--- config.mk ---
export PLATFORM = sky130hd
export DESIGN_NAME = instr_controller
export DESIGN_NICKNAME = d
export VERILOG_FILES = /design/src/rtl/ctrl_pkg.sv /design/src/rtl/burst_counter.sv /design/src/rtl/instr_controller.sv
export SDC_FILE = /design/constraint.sdc
export NUM_CORES = 1
export LEC_CHECK = 0
export ABC_AREA = 0
export CAP_MARGIN = 20
export CELL_PAD_IN_SITES_DETAIL_PLACEMENT = 1
export CELL_PAD_IN_SITES_GLOBAL_PLACEMENT = 1
export CORE_ASPECT_RATIO = 2
export CORE_UTILIZATION = 34
export DETAILED_ROUTE_END_ITERATION = 16
export GPL_TIMING_DRIVEN = 1
export PLACE_DENSITY_LB_ADDON = 0.05
export SYNTH_ARGS = -nofsm -noshare
export SYNTH_HDL_FRONTEND = slang
export SYNTH_HIERARCHICAL = 1
export SYNTH_SLANG_ARGS = --single-unit
--- constraint.sdc ---
create_clock -name clk -period 4 [get_ports clk]
set_clock_uncertainty 0.15 [all_clocks]
set_input_delay 0.8 -clock clk [delete_from_list [all_inputs] [get_ports clk]]
set_output_delay 0.8 -clock clk [all_outputs]
set_load 0.01 [all_outputs]
--- src/rtl/ctrl_pkg.sv ---
// Shared definitions for the instruction controller: opcodes, instruction
// field positions, FSM state encoding and counter widths.
package ctrl_pkg;

    localparam int ADDR_W = 16;
    localparam int LEN_W  = 16;

    localparam int OP_HI   = 63;
    localparam int OP_LO   = 60;
    localparam int ADDR_HI = 59;
    localparam int ADDR_LO = 44;
    localparam int LEN_HI  = 43;
    localparam int LEN_LO  = 28;

    localparam logic [3:0] OP_NOP     = 4'h0;
    localparam logic [3:0] OP_LOAD_W  = 4'h1;
    localparam logic [3:0] OP_LOAD_A  = 4'h2;
    localparam logic [3:0] OP_COMPUTE = 4'h3;
    localparam logic [3:0] OP_STORE   = 4'h4;
    localparam logic [3:0] OP_HALT    = 4'hF;

    typedef enum logic [2:0] {
        S_IDLE    = 3'd0,
        S_LOAD    = 3'd1,
        S_COMPUTE = 3'd2,
        S_DRAIN   = 3'd3,
        S_STORE   = 3'd4,
        S_HALT    = 3'd5
    } state_t;

    function automatic logic opcode_legal(input logic [3:0] op);
        return (op == OP_NOP) || (op == OP_LOAD_W) || (op == OP_LOAD_A) ||
               (op == OP_COMPUTE) || (op == OP_STORE) || (op == OP_HALT);
    endfunction

endpackage

--- src/rtl/burst_counter.sv ---
// Address/length counter shared by memory bursts, compute beats and drain.
// `last` marks the cycle in which the final remaining beat is presented.
module burst_counter
    import ctrl_pkg::*;
(
    input  logic              clk,
    input  logic              rst,
    input  logic              load,
    input  logic [ADDR_W-1:0] load_addr,
    input  logic [LEN_W-1:0]  load_len,
    input  logic              step,
    output logic [ADDR_W-1:0] addr,
    output logic              last
);

    logic [LEN_W-1:0] remain;

    always_ff @(posedge clk) begin
        if (rst) begin
            addr   <= '0;
            remain <= '0;
        end else if (load) begin
            addr   <= load_addr;
            remain <= load_len;
        end else if (step) begin
            addr <= addr + 1'b1;
            if (remain != '0)
                remain <= remain - 1'b1;
        end
    end

    assign last = (remain == LEN_W'(1));

endmodule

--- src/rtl/instr_controller.sv ---
// Instruction sequencer: pops one instruction at a time and drives registered
// control pulses to the scratchpad and systolic array until it retires.
module instr_controller
    import ctrl_pkg::*;
#(
    parameter int ARRAY_SIZE   = 4,
    parameter int DRAIN_CYCLES = 2 * ARRAY_SIZE - 1
) (
    input  logic              clk,
    input  logic              rst,
    input  logic [63:0]       instr_in,
    input  logic              instr_valid,
    output logic              instr_ready,
    input  logic              mem_ready,
    output logic [ADDR_W-1:0] mem_addr,
    output logic              mem_rd_en,
    output logic              mem_wr_en,
    output logic              wt_load,
    output logic              act_load,
    output logic              array_en,
    output logic              array_clear,
    output logic              busy,
    output logic              halted,
    output logic              illegal_instr
);

    state_t state, state_next;

    logic [3:0]        op;
    logic [ADDR_W-1:0] f_addr;
    logic [LEN_W-1:0]  f_len;
    logic              accept;
    logic              unused_bits;

    logic              cnt_load, cnt_step, cnt_last;
    logic [ADDR_W-1:0] cnt_addr;
    logic [LEN_W-1:0]  cnt_len;

    logic wt_sel, wt_sel_next;
    logic rd_d, wr_d, wt_d, act_d, en_d, clr_d, busy_d, halt_d, ill_d;

    assign op          = instr_in[OP_HI:OP_LO];
    assign f_addr      = instr_in[ADDR_HI:ADDR_LO];
    assign f_len       = instr_in[LEN_HI:LEN_LO];
    assign unused_bits = ^instr_in[LEN_LO-1:0];

    assign instr_ready = (state == S_IDLE);
    assign accept      = instr_valid && instr_ready;

    burst_counter u_cnt (
        .clk       (clk),
        .rst       (rst),
        .load      (cnt_load),
        .load_addr (cnt_addr),
        .load_len  (cnt_len),
        .step      (cnt_step),
        .addr      (mem_addr),
        .last      (cnt_last)
    );

    // State and all outputs except instr_ready are registered here.
    always_ff @(posedge clk) begin
        if (rst) begin
            state         <= S_IDLE;
            wt_sel        <= 1'b0;
            mem_rd_en     <= 1'b0;
            mem_wr_en     <= 1'b0;
            wt_load       <= 1'b0;
            act_load      <= 1'b0;
            array_en      <= 1'b0;
            array_clear   <= 1'b0;
            busy          <= 1'b0;
            halted        <= 1'b0;
            illegal_instr <= 1'b0;
        end else begin
            state         <= state_next;
            wt_sel        <= wt_sel_next;
            mem_rd_en     <= rd_d;
            mem_wr_en     <= wr_d;
            wt_load       <= wt_d;
            act_load      <= act_d;
            array_en      <= en_d;
            array_clear   <= clr_d;
            busy          <= busy_d;
            halted        <= halt_d;
            illegal_instr <= ill_d;
        end
    end

    always_comb begin
        state_next = state;
        cnt_load   = 1'b0;
        cnt_step   = 1'b0;
        cnt_addr   = f_addr;
        cnt_len    = f_len;
        unique case (state)
            S_IDLE: begin
                if (accept) begin
                    case (op)
                        OP_LOAD_W, OP_LOAD_A: if (f_len != '0) begin
                            state_next = S_LOAD;
                            cnt_load   = 1'b1;
                        end
                        OP_STORE: if (f_len != '0) begin
                            state_next = S_STORE;
                            cnt_load   = 1'b1;
                        end
                        OP_COMPUTE: if (f_len != '0) begin
                            state_next = S_COMPUTE;
                            cnt_load   = 1'b1;
                        end
                        OP_HALT: state_next = S_HALT;
                        default: state_next = S_IDLE;
                    endcase
                end
            end
            S_LOAD, S_STORE: begin
                cnt_step = mem_ready;
                if (mem_ready && cnt_last)
                    state_next = S_IDLE;
            end
            S_COMPUTE: begin
                cnt_step = 1'b1;
                if (cnt_last) begin
                    if (DRAIN_CYCLES == 0) begin
                        state_next = S_IDLE;
                    end else begin
                        // Same counter paces the flush; address is irrelevant here.
                        state_next = S_DRAIN;
                        cnt_load   = 1'b1;
                        cnt_addr   = mem_addr;
                        cnt_len    = LEN_W'(DRAIN_CYCLES);
                    end
                end
            end
            S_DRAIN: begin
                cnt_step = 1'b1;
                if (cnt_last)
                    state_next = S_IDLE;
            end
            S_HALT:  state_next = S_HALT;
            default: state_next = S_IDLE;
        endcase
    end

    always_comb begin
        wt_sel_next = (state == S_IDLE) ? (op == OP_LOAD_W) : wt_sel;
        rd_d   = (state_next == S_LOAD);
        wr_d   = (state_next == S_STORE);
        wt_d   = rd_d && wt_sel_next;
        act_d  = rd_d && !wt_sel_next;
        en_d   = (state_next == S_COMPUTE);
        clr_d  = (state == S_IDLE) && (state_next == S_COMPUTE);
        busy_d = (state_next != S_IDLE);
        halt_d = halted || (state_next == S_HALT);
        ill_d  = illegal_instr || (accept && !opcode_legal(op));
    end

endmodule

== Yosys cells after proc, flatten, opt, wreduce, memory -nomap -nowiden ==
Index checks and enable logic that the tools add are counted.

* Register bits: 45
* Input port bits: 68

* Reduce and logical (&&, ||, !) cells: 28
* $add $sub $neg: 2
* Eq/ne operators: 16
* Mux-type cells: 25

{| class="wikitable"
|+ Operators by type and width
! cell !! count
|-
| two-way mux 16 bit || 9
|-
| nonzero test 16 bit || 2
|-
| two-way mux 3 bit || 7
|-
| adder 16 x 1 -> 16 bit (second input constant) || 1
|-
| == test 16 x 1 -> 1 bit (second input constant) || 1
|-
| subtractor 16 x 1 -> 16 bit (second input constant) || 1
|-
| case mux 3 bit (5 select lines) || 1
|-
| == test 3 bit (second input constant) || 4
|-
| case mux 3 bit (4 select lines) || 1
|-
| == test 3 x 2 -> 1 bit (second input constant) || 3
|-
| == test 4 x 2 -> 1 bit (second input constant) || 2
|-
| logical OR 1 bit || 7
|-
| == test 3 x 1 -> 1 bit (second input constant) || 2
|-
| logical AND 1 bit || 6
|-
| OR reduction 2 bit || 3
|-
| two-way mux 1 bit || 5
|-
| == test 4 x 1 -> 1 bit (second input constant) || 1
|-
| == test 4 x 3 -> 1 bit (second input constant) || 1
|-
| == test 4 bit (second input constant) || 1
|-
| logical NOT 4 bit || 1
|-
| case mux 1 bit (2 select lines) || 2
|-
| AND reduction 2 bit || 2
|-
| nonzero test 2 bit || 2
|-
| OR reduction 4 bit || 1
|-
| other kinds (4) || 5
|}

== Logic depth before layout (Yosys ltp) ==
Gate-level depths: netlist of the first run.

* Depth in word-level cells: 9
* Depth in mapped cells: 14
* Mapped depth without buffers: 10

== Modules after synthesis ==
Netlist of the first run, hierarchy kept.

{| class="wikitable"
|+ Modules (own cells, without submodules)
! module !! times used !! area each (µm²) !! cells each
|-
| burst_counter || 1 || 1968.1 || 250
|-
| instr_controller || 1 || 1104.8 || 122
|}

== Worst setup path before layout of the first run ==
No wires, ideal clock.

* Kind: register -> register
* Start point: reg u_cnt.remain[8]
* End point: reg u_cnt.remain[4]
* Arrival time: 3264 ps
* Stages on the path, launching flop included: 14
* Path slack: 512 ps
* Required time: 3775 ps
* Clock period less this slack: 3488 ps
* Path through: dfxtp_1 > or4_1 > buf_2 > nor4_1 > and3_1 > and2b_2 > nand2b_1 > clkbuf_1 > o21ai_0 > clkbuf_1 > buf_1 > clkbuf_1 > a21oi_1 > o22ai_1

* Word-level cells in the longest chain between the ends: 5

{| class="wikitable"
|+ RTL lines
! item !! line !! text
|-
| start: declaration || burst_counter.sv:16 || <nowiki>logic [LEN_W-1:0] remain;</nowiki>
|-
| start signal: assignment || burst_counter.sv:24 || <nowiki>remain <= load_len;</nowiki>
|-
| start signal: assignment || burst_counter.sv:28 || <nowiki>remain <= remain - 1'b1;</nowiki>
|-
| == test 16 x 1 -> 1 bit * || burst_counter.sv:32 || <nowiki>assign last = (remain == LEN_W'(1));</nowiki>
|-
| named net cnt_last || instr_controller.sv:35 || <nowiki>logic cnt_load, cnt_step, cnt_last;</nowiki>
|-
| two-way mux 1 bit * || instr_controller.sv:124 || <nowiki>if (cnt_last) begin</nowiki>
|-
| case mux 1 bit (2 select lines) * || instr_controller.sv:96 || <nowiki>unique case (state)</nowiki>
|-
| named net cnt_load || instr_controller.sv:35 ||
|-
| nonzero test 2 bit (no line) || n/a ||
|-
| AND reduction 2 bit (no line) || n/a ||
|}

Mark *: on every way through the listed nets, which the timed path passes. The rest lies on a longest branch.
A chain may end at the register's enable or synchronous reset.

== Worst setup path in the final report of the first run ==
* Start point: in instr_in[36]
* End point: reg u_cnt.remain[4]

* Word-level cells in the longest chain between the ends: 7

{| class="wikitable"
|+ RTL lines
! item !! line !! text
|-
| start: declaration || instr_controller.sv:11 || <nowiki>input logic [63:0] instr_in,</nowiki>
|-
| nonzero test 16 bit * || instr_controller.sv:100, instr_controller.sv:104, instr_controller.sv:108 ||
|-
| two-way mux 1 bit * || instr_controller.sv:100, instr_controller.sv:104, instr_controller.sv:108 ||
|-
| two-way mux 1 bit * || n/a ||
|-
| two-way mux 1 bit * || instr_controller.sv:98 || <nowiki>if (accept) begin</nowiki>
|-
| case mux 1 bit (2 select lines) * || instr_controller.sv:96 ||
|-
| named net cnt_load || instr_controller.sv:35 ||
|-
| nonzero test 2 bit (no line) || n/a ||
|-
| AND reduction 2 bit (no line) || n/a ||
|}

Marks and branches as above.

==> results.yml, run 1 <==
clocking:
  clock-sinks: 45
  cts_root_buf: "clkbuf_16"
  postCtsSetupRepairBufs: 0
  numCtsBuffers: 5
  worstSkewPairLatency_ns: 0.30
  post_cts_resized: 0
  htreeDepth: 2
  cts_hold_buf: 0
  clkTransAtPathRegs_ns: 0.06
  cts_tree: "built"
  clockBufferDepth: 2
setup_path:
  crit-reg2reg-launch: "u_cnt/remain[8]$_SDFFE_PP0P_"
  cp.arrival_ns: 3.30
  critPathCaptureType: "flop"
  critPathLaunchType: "primary input"
  path_class: "primary input to flop"
  required_ns: 4.02
  path_max_fanout: 8
  crit_path_start: "instr_in[36]"
final_layout:
  seq_area_um2: 901
  finalNetCount: 507
  area_growth_pct: 30.0
  final_area_um2: 4000
  stdcell_count: 537
  fin_util_pct: 45.9
  drive_above_1_share_pct: 14.9
  layout_common_cells: "clkdlybuf4s50_1, dfxtp_1, nand2_1"
  multi_input_area_um2: 2010
  layout_commonest_cell: "clkdlybuf4s50_1"
  nFillCells: 1069
  reg.largest.list: "u_cnt/addr x16, u_cnt/remain x16, state x3"
  diodes: 0
timing:
  fmax_ghz: 0.305
  layout_worst_path_cycle_share_pct: 81.9
  slew_headroom_pct: 56.7
  timing.final.crit_period_ns: 3.27
  tns_ns: 0
  final-setup-viol-count: 0
  hold_viol: 0
  rsz0062_at_grt: "false"
  tightest_slew_ns: 0.648
  drv_slew: 0
floorplanning:
  dieHeight_um: 136
  fp.dieArea_um2: 9450
  start_util_pct: 35.3
  io_pins: 94
  placementRows: 48
  design.core.area_um2: 8710
  die_w_um: 69.2
routing:
  final_antenna_net_count: 0
  first_pass_iters: 4
  dr.first_iter.drc_count: 76
  via_per_inst: 5.76
  wl_per_cell_um: 19.2
  vias: 3091
  drc: 0
  wl_mm: 10.3
global_routing:
  antenna_found_initial: 0
  grt_pass1_vias: 3307
  overflow: 0
  grt.busiest_layer: "met2"
  gr-usage-all-layers_pct: 22.7
  grt_max_degree: 22
  grtUsageMet3_pct: 2.59
  grt_pass1_wl_mm: 16.7
  use_met2_pct: 48.3
  met1_usage_pct: 20.3
synth:
  synth_compound_area_share_pct: 20.4
  synth_xor_area_share_pct: 4.28
  synth.distinct_cells: 65
  syn-cell-area_um2: 3070
  muxShareOfSynthArea_pct: 6.84
  synth_top_family_by_area: "simple AND/OR/NAND/NOR gates"
  synthSimpleGateAreaFrac_pct: 32.7
  synth_edf_count: 0
  synth_seq_area_share_pct: 29.3
  synth_cells: 372
  async_flop_share_pct: 0
  yosys_warnings: 6
  postSynthAreaPerCell_um2: 8.26
  synthAdderAreaFrac_pct: 1.22
  syn_nets: 443
  synthFlopType: "dfxtp_1"
  ys_ff_latch: 45
power_and_ir_drop:
  p_total_mw: 1.66
  p_leak_nw: 1.37
  p_sw_uw: 653
  p_per_area_nw_per_um2: 416
  vdd_drop_max_mv: 0.231
  swShare_pct: 39.3
  p_seq_share_pct: 33.2
  internal_power_mw: 1.01
  clockPowerShare_pct: 25.9
  share_comb_of_total_power_pct: 40.9
worst_hold_path:
  hold_path.class: "flop to flop"
  hp-start: "illegal_instr$_SDFF_PP0_"
placed_design:
  port_buffers: 65
  placed_cells: 529
  dpl.hpwl_mm: 8.04
  gp_congestion: 0.896
  placed_area_um2: 3850
status:
  status: "finished clean"
run:
  cap_violations: 0
cells by family after synthesis:
logic type	Yosys count
muxes	19
adders and majority gates	3
DFF	45
and+or+nand+nor	167
xor gates and xnor gates	15
AOI/OAI and AO/OA	88
buffers and inverters	35
through the flow:
step	worst slack, ns	hold WS (ns)
after floorplan	0.512	0.317
after global placement	0.383	0.326
after detailed placement	0.380	0.324
after CTS	0.673	0.344
after global routing	0.536	0.363
final	0.726	0.334
cells in the mapped netlist (3+ instances only):
| master | count | area (um^2) |
|---|---|---|
| and2_1 | 12 | 75.1 |
| o311ai_0 | 3 | 26.3 |
| nor4_4 | 3 | 63.8 |
| xor2_1 | 4 | 35.0 |
| a311oi_1 | 4 | 35.0 |
| mux2_2 | 16 | 180 |
| o31ai_1 | 4 | 30.0 |
| clkbuf_1 | 14 | 52.6 |
| nor3b_1 | 5 | 37.5 |
| nor4_2 | 3 | 37.5 |
| or2_2 | 3 | 18.8 |
| ha_1 | 3 | 37.5 |
| nor2_1 | 28 | 105 |
| nand4_1 | 7 | 43.8 |
| dfxtp_1 | 45 | 901 |
| a21oi_1 | 22 | 110 |
| mux2i_1 | 3 | 30.0 |
| buf_2 | 4 | 20.0 |
| xnor2_1 | 11 | 96.3 |
| nor4_1 | 10 | 62.6 |
| nand3_1 | 9 | 45.0 |
| buf_1 | 3 | 11.3 |
| or3_1 | 11 | 68.8 |
| o22ai_1 | 5 | 31.3 |
| o21ai_1 | 3 | 15.0 |
| o41ai_1 | 3 | 26.3 |
| o21ai_0 | 8 | 40.0 |
| nor3_1 | 9 | 45.0 |
| a211oi_1 | 11 | 82.6 |
| nand2_1 | 33 | 124 |
| and3_1 | 3 | 18.8 |
| nand2b_1 | 8 | 50.1 |
| or4_1 | 4 | 30.0 |
| o211ai_1 | 7 | 52.6 |
| inv_1 | 10 | 37.5 |
| a31oi_1 | 3 | 18.8 |
| nor2b_1 | 5 | 31.3 |
per-layer routing:
metal,up-vias,share of wire [%]
met2,72,60
li1,1501,-
met3,16,2.3
met1,1502,34
met4,0,2.9
met5,-,0
path summary, 6_finish.rpt:
| kind | slack (ns) | end | depth (start not counted) |
|---|---|---|---|
| worst min-delay path | 0.33 | illegal_instr$_SDFF_PP0_ | 2 |
| worst max register to register | 0.76 | wt_load$_SDFF_PP0_ | 9 |
| worst min register to register | 0.33 | illegal_instr$_SDFF_PP0_ | 2 |
| worst max-delay path | 0.73 | u_cnt/remain[4]$_SDFFE_PP0P_ | 8 |
area by class of cell:
cell class | count | area share (%)
clock buffers | 5 | 3.13
clock inverters | 3 | 0.532
inverters | 11 | 1.03
multi-input cells | 292 | 50.3
flip-flops and latches | 45 | 22.5
well taps | 100 | 3.13
repair buffers | 81 | 19.3
power groups by stage:
stage               combinational, mW  clock [mW]  sequential (mW)
floorplan                       0.431           0            0.549
global placement                0.657           0            0.558
detailed placement              0.667           0            0.561
CTS                             0.679       0.442            0.552
global route                    0.729       0.459            0.559
finish                          0.681       0.430            0.553
critical path: stages:
cell             delay [ns]
clkdlybuf4s50_1        0.43
nor4_2                 0.40
nand4_2                0.27
nand2_1                0.17
o21ai_2                0.14
or4_4                  0.62
o211ai_2               0.33
o22ai_1                0.14
No activity file was read; power rests on OpenSTA's default activity.
==> run 2, diff against run 1 <==
--- a/config.mk
+++ b/config.mk
@@ -10,7 +10,7 @@
 export CELL_PAD_IN_SITES_DETAIL_PLACEMENT = 1
 export CELL_PAD_IN_SITES_GLOBAL_PLACEMENT = 1
 export CORE_ASPECT_RATIO = 2
-export CORE_UTILIZATION = 34
+export CORE_UTILIZATION = 31
 export DETAILED_ROUTE_END_ITERATION = 16
 export GPL_TIMING_DRIVEN = 1
 export PLACE_DENSITY_LB_ADDON = 0.05
==> constraint.sdc (replaced) <==
create_clock -name clk -period 2.7 [get_ports clk]
set_clock_uncertainty 0.15 [all_clocks]
set_input_delay 0.54 -clock clk [delete_from_list [all_inputs] [get_ports clk]]
set_output_delay 0.54 -clock clk [all_outputs]
set_load 0.01 [all_outputs]
==> run 2 against run 1 <==
The run now ends with setup timing left. Sequential power rose by 44%. Utilization rose by 5.3 points. Critical path depth did not move. First-iteration DRC count rose by 32%. Register-to-register slack got worse by 0.87 ns. Global-route usage fell by 0.45 points. Largest power group unchanged. Total power rose by 69%. Worst setup slack got worse by 0.84 ns. Worst hold slack got worse by 0.0094 ns. Clock power rose by 43%. Final cell count rose by 16%. Wire length rose by 14%.
==> results.yml, run 2 (synthesis gave the netlist of run 1 again) <==
placed_design:
  dpl.hpwl_mm: 8.78
  pre_cts_slack_ns: -0.417
  placed_cells: 594
  port_buffers: 65
  placed_area_um2: 4260
  gp_congestion: 0.897
routing:
  drc: 0
  dr.first_iter.drc_count: 100
  first_pass_iters: 4
  final_antenna_net_count: 0
  vias: 3418
  wl_per_cell_um: 18.8
  wl_mm: 11.7
  via_per_inst: 5.49
final_layout:
  reg.largest.list: "u_cnt/addr x16, u_cnt/remain x16, state x3"
  area_growth_pct: 61.4
  layout_commonest_cell: "clkdlybuf4s50_1"
  fin_util_pct: 51.1
  layout_common_cells: "clkdlybuf4s50_1, buf_4, dfxtp_1"
  nFillCells: 1114
  final_area_um2: 4960
  finalNetCount: 561
  diodes: 0
  stdcell_count: 623
  drive_above_1_share_pct: 37.3
clocking:
  clkTransAtPathRegs_ns: 0.06
  numCtsBuffers: 5
  cts_tree: "built"
  cts_root_buf: "clkbuf_16"
  htreeDepth: 2
  worstSkewPairLatency_ns: 0.29
  clock-sinks: 45
  clockBufferDepth: 2
power_and_ir_drop:
  p_leak_nw: 1.81
  p_sw_mw: 1.10
  clockPowerShare_pct: 21.9
  share_comb_of_total_power_pct: 49.7
  p_seq_share_pct: 28.4
  internal_power_mw: 1.70
  vdd_drop_max_mv: 0.390
  p_total_mw: 2.80
  p_per_area_nw_per_um2: 565
  swShare_pct: 39.3
timing:
  drv_slew: 0
  fmax_ghz: 0.355
  timing.final.crit_period_ns: 2.81
  layout_worst_path_cycle_share_pct: 104
  timing.hold.ws_ns: 0.324
  rsz0062_at_grt: "true"
  hold_viol: 0
  final-setup-viol-count: 32
  tightest_slew_ns: 0.674
  slew_headroom_pct: 54.7
  fin_ws_ns: -0.113
  tns_ns: -1.94
global_routing:
  grt_max_degree: 44
  grt_pass1_vias: 3516
  antenna_found_initial: 0
  gr-usage-all-layers_pct: 22.2
  overflow: 0
  grt_pass1_wl_mm: 17.3
status:
  violations: "setup timing"
  status: "complete, but fails checks"
floorplanning:
  fp.dieArea_um2: 10300
  design.core.area_um2: 9700
  placementRows: 51
  die_w_um: 72.4
  io_pins: 94
  dieHeight_um: 143
  start_util_pct: 31.7
setup_path:
  crit_path_start: "u_cnt/remain[7]$_SDFFE_PP0P_"
  path_max_fanout: 3
  crit-reg2reg-launch: "u_cnt/remain[7]$_SDFFE_PP0P_"
  rrSetupSlack_ns: -0.11
  critPathCaptureType: "flop"
  cp.arrival_ns: 2.87
  critPathLaunchType: "flop"
  required_ns: 2.76
  path_class: "flop to flop"
worst_hold_path:
  hold_path.class: "flop to flop"
  hp-start: "halted$_SDFF_PP0_"
run:
  cap_violations: 0
==> run 2: cell types whose count changed in the layout (fill, tap and decap cells not counted), moves of 7 or more <==
| cell | change |
|---|---|
| a211oi_2 | +9 |
| a211oi_1 | -9 |
| nor2_4 | +9 |
| nor2_1 | -14 |
| buf_6 | +7 |
| clkdlybuf4s50_1 | -7 |
| buf_4 | +38 |
==> run 2: timing repair <==
item / in CTS / in global routing
hold buffers: 0 / 0
gates resized for setup: 35 / 73
hold endpoints to repair: 0 / 0
endpoints found under the setup margin: 40 / 37
pin swaps: 25 / 25
buffers inserted: 12 / 9
cloned: 0 / 1
==> run 2: layout make-up <==
type	instances	area, um^2	area share, %
clock inverters	3	17.5	0.353
flip-flops and latches	45	903	18.2
clock buffers	5	125	2.52
inverters	11	53.8	1.08
multi-input cells	293	2420	48.7
repair buffers	134	1280	25.8
well taps	132	165	3.33
==> run 2: critical path: stages (launching register included) <==
cell and delay, ns:
dfxtp_2 0.32, or4_4 0.58, nor4_4 0.32, and3_4 0.23, and2b_2 0.20, a21boi_2 0.07, a32o_2 0.23, or3b_4 0.41
nor4b_4 0.22
==> run 2: worst paths after layout <==
path,to,depth (start not counted)
worst max-delay path,act_load$_SDFF_PP0_,8
worst min-delay path,halted$_SDFF_PP0_,2
worst max register to register,act_load$_SDFF_PP0_,8
worst min register to register,halted$_SDFF_PP0_,2
==> run 2: metal layers <==
layer  share of wire [%]  vias up  GRT usage, %
met3                 2.3       34          2.82
li1                    -     1624             -
met1                  32     1678          18.2
met2                  61       82          47.1
met4                 4.9        0          12.5
met5                   0        -             0
==> run 2: power by group through the flow <==
stage / combinational, mW / clock [mW] / sequential [mW]
finish: 1.39 / 0.616 / 0.796
global route: 1.48 / 0.663 / 0.804
CTS: 1.27 / 0.632 / 0.794
detailed placement: 1.17 / 0 / 0.808
global placement: 1.16 / 0 / 0.804
floorplan: 0.739 / 0 / 0.815
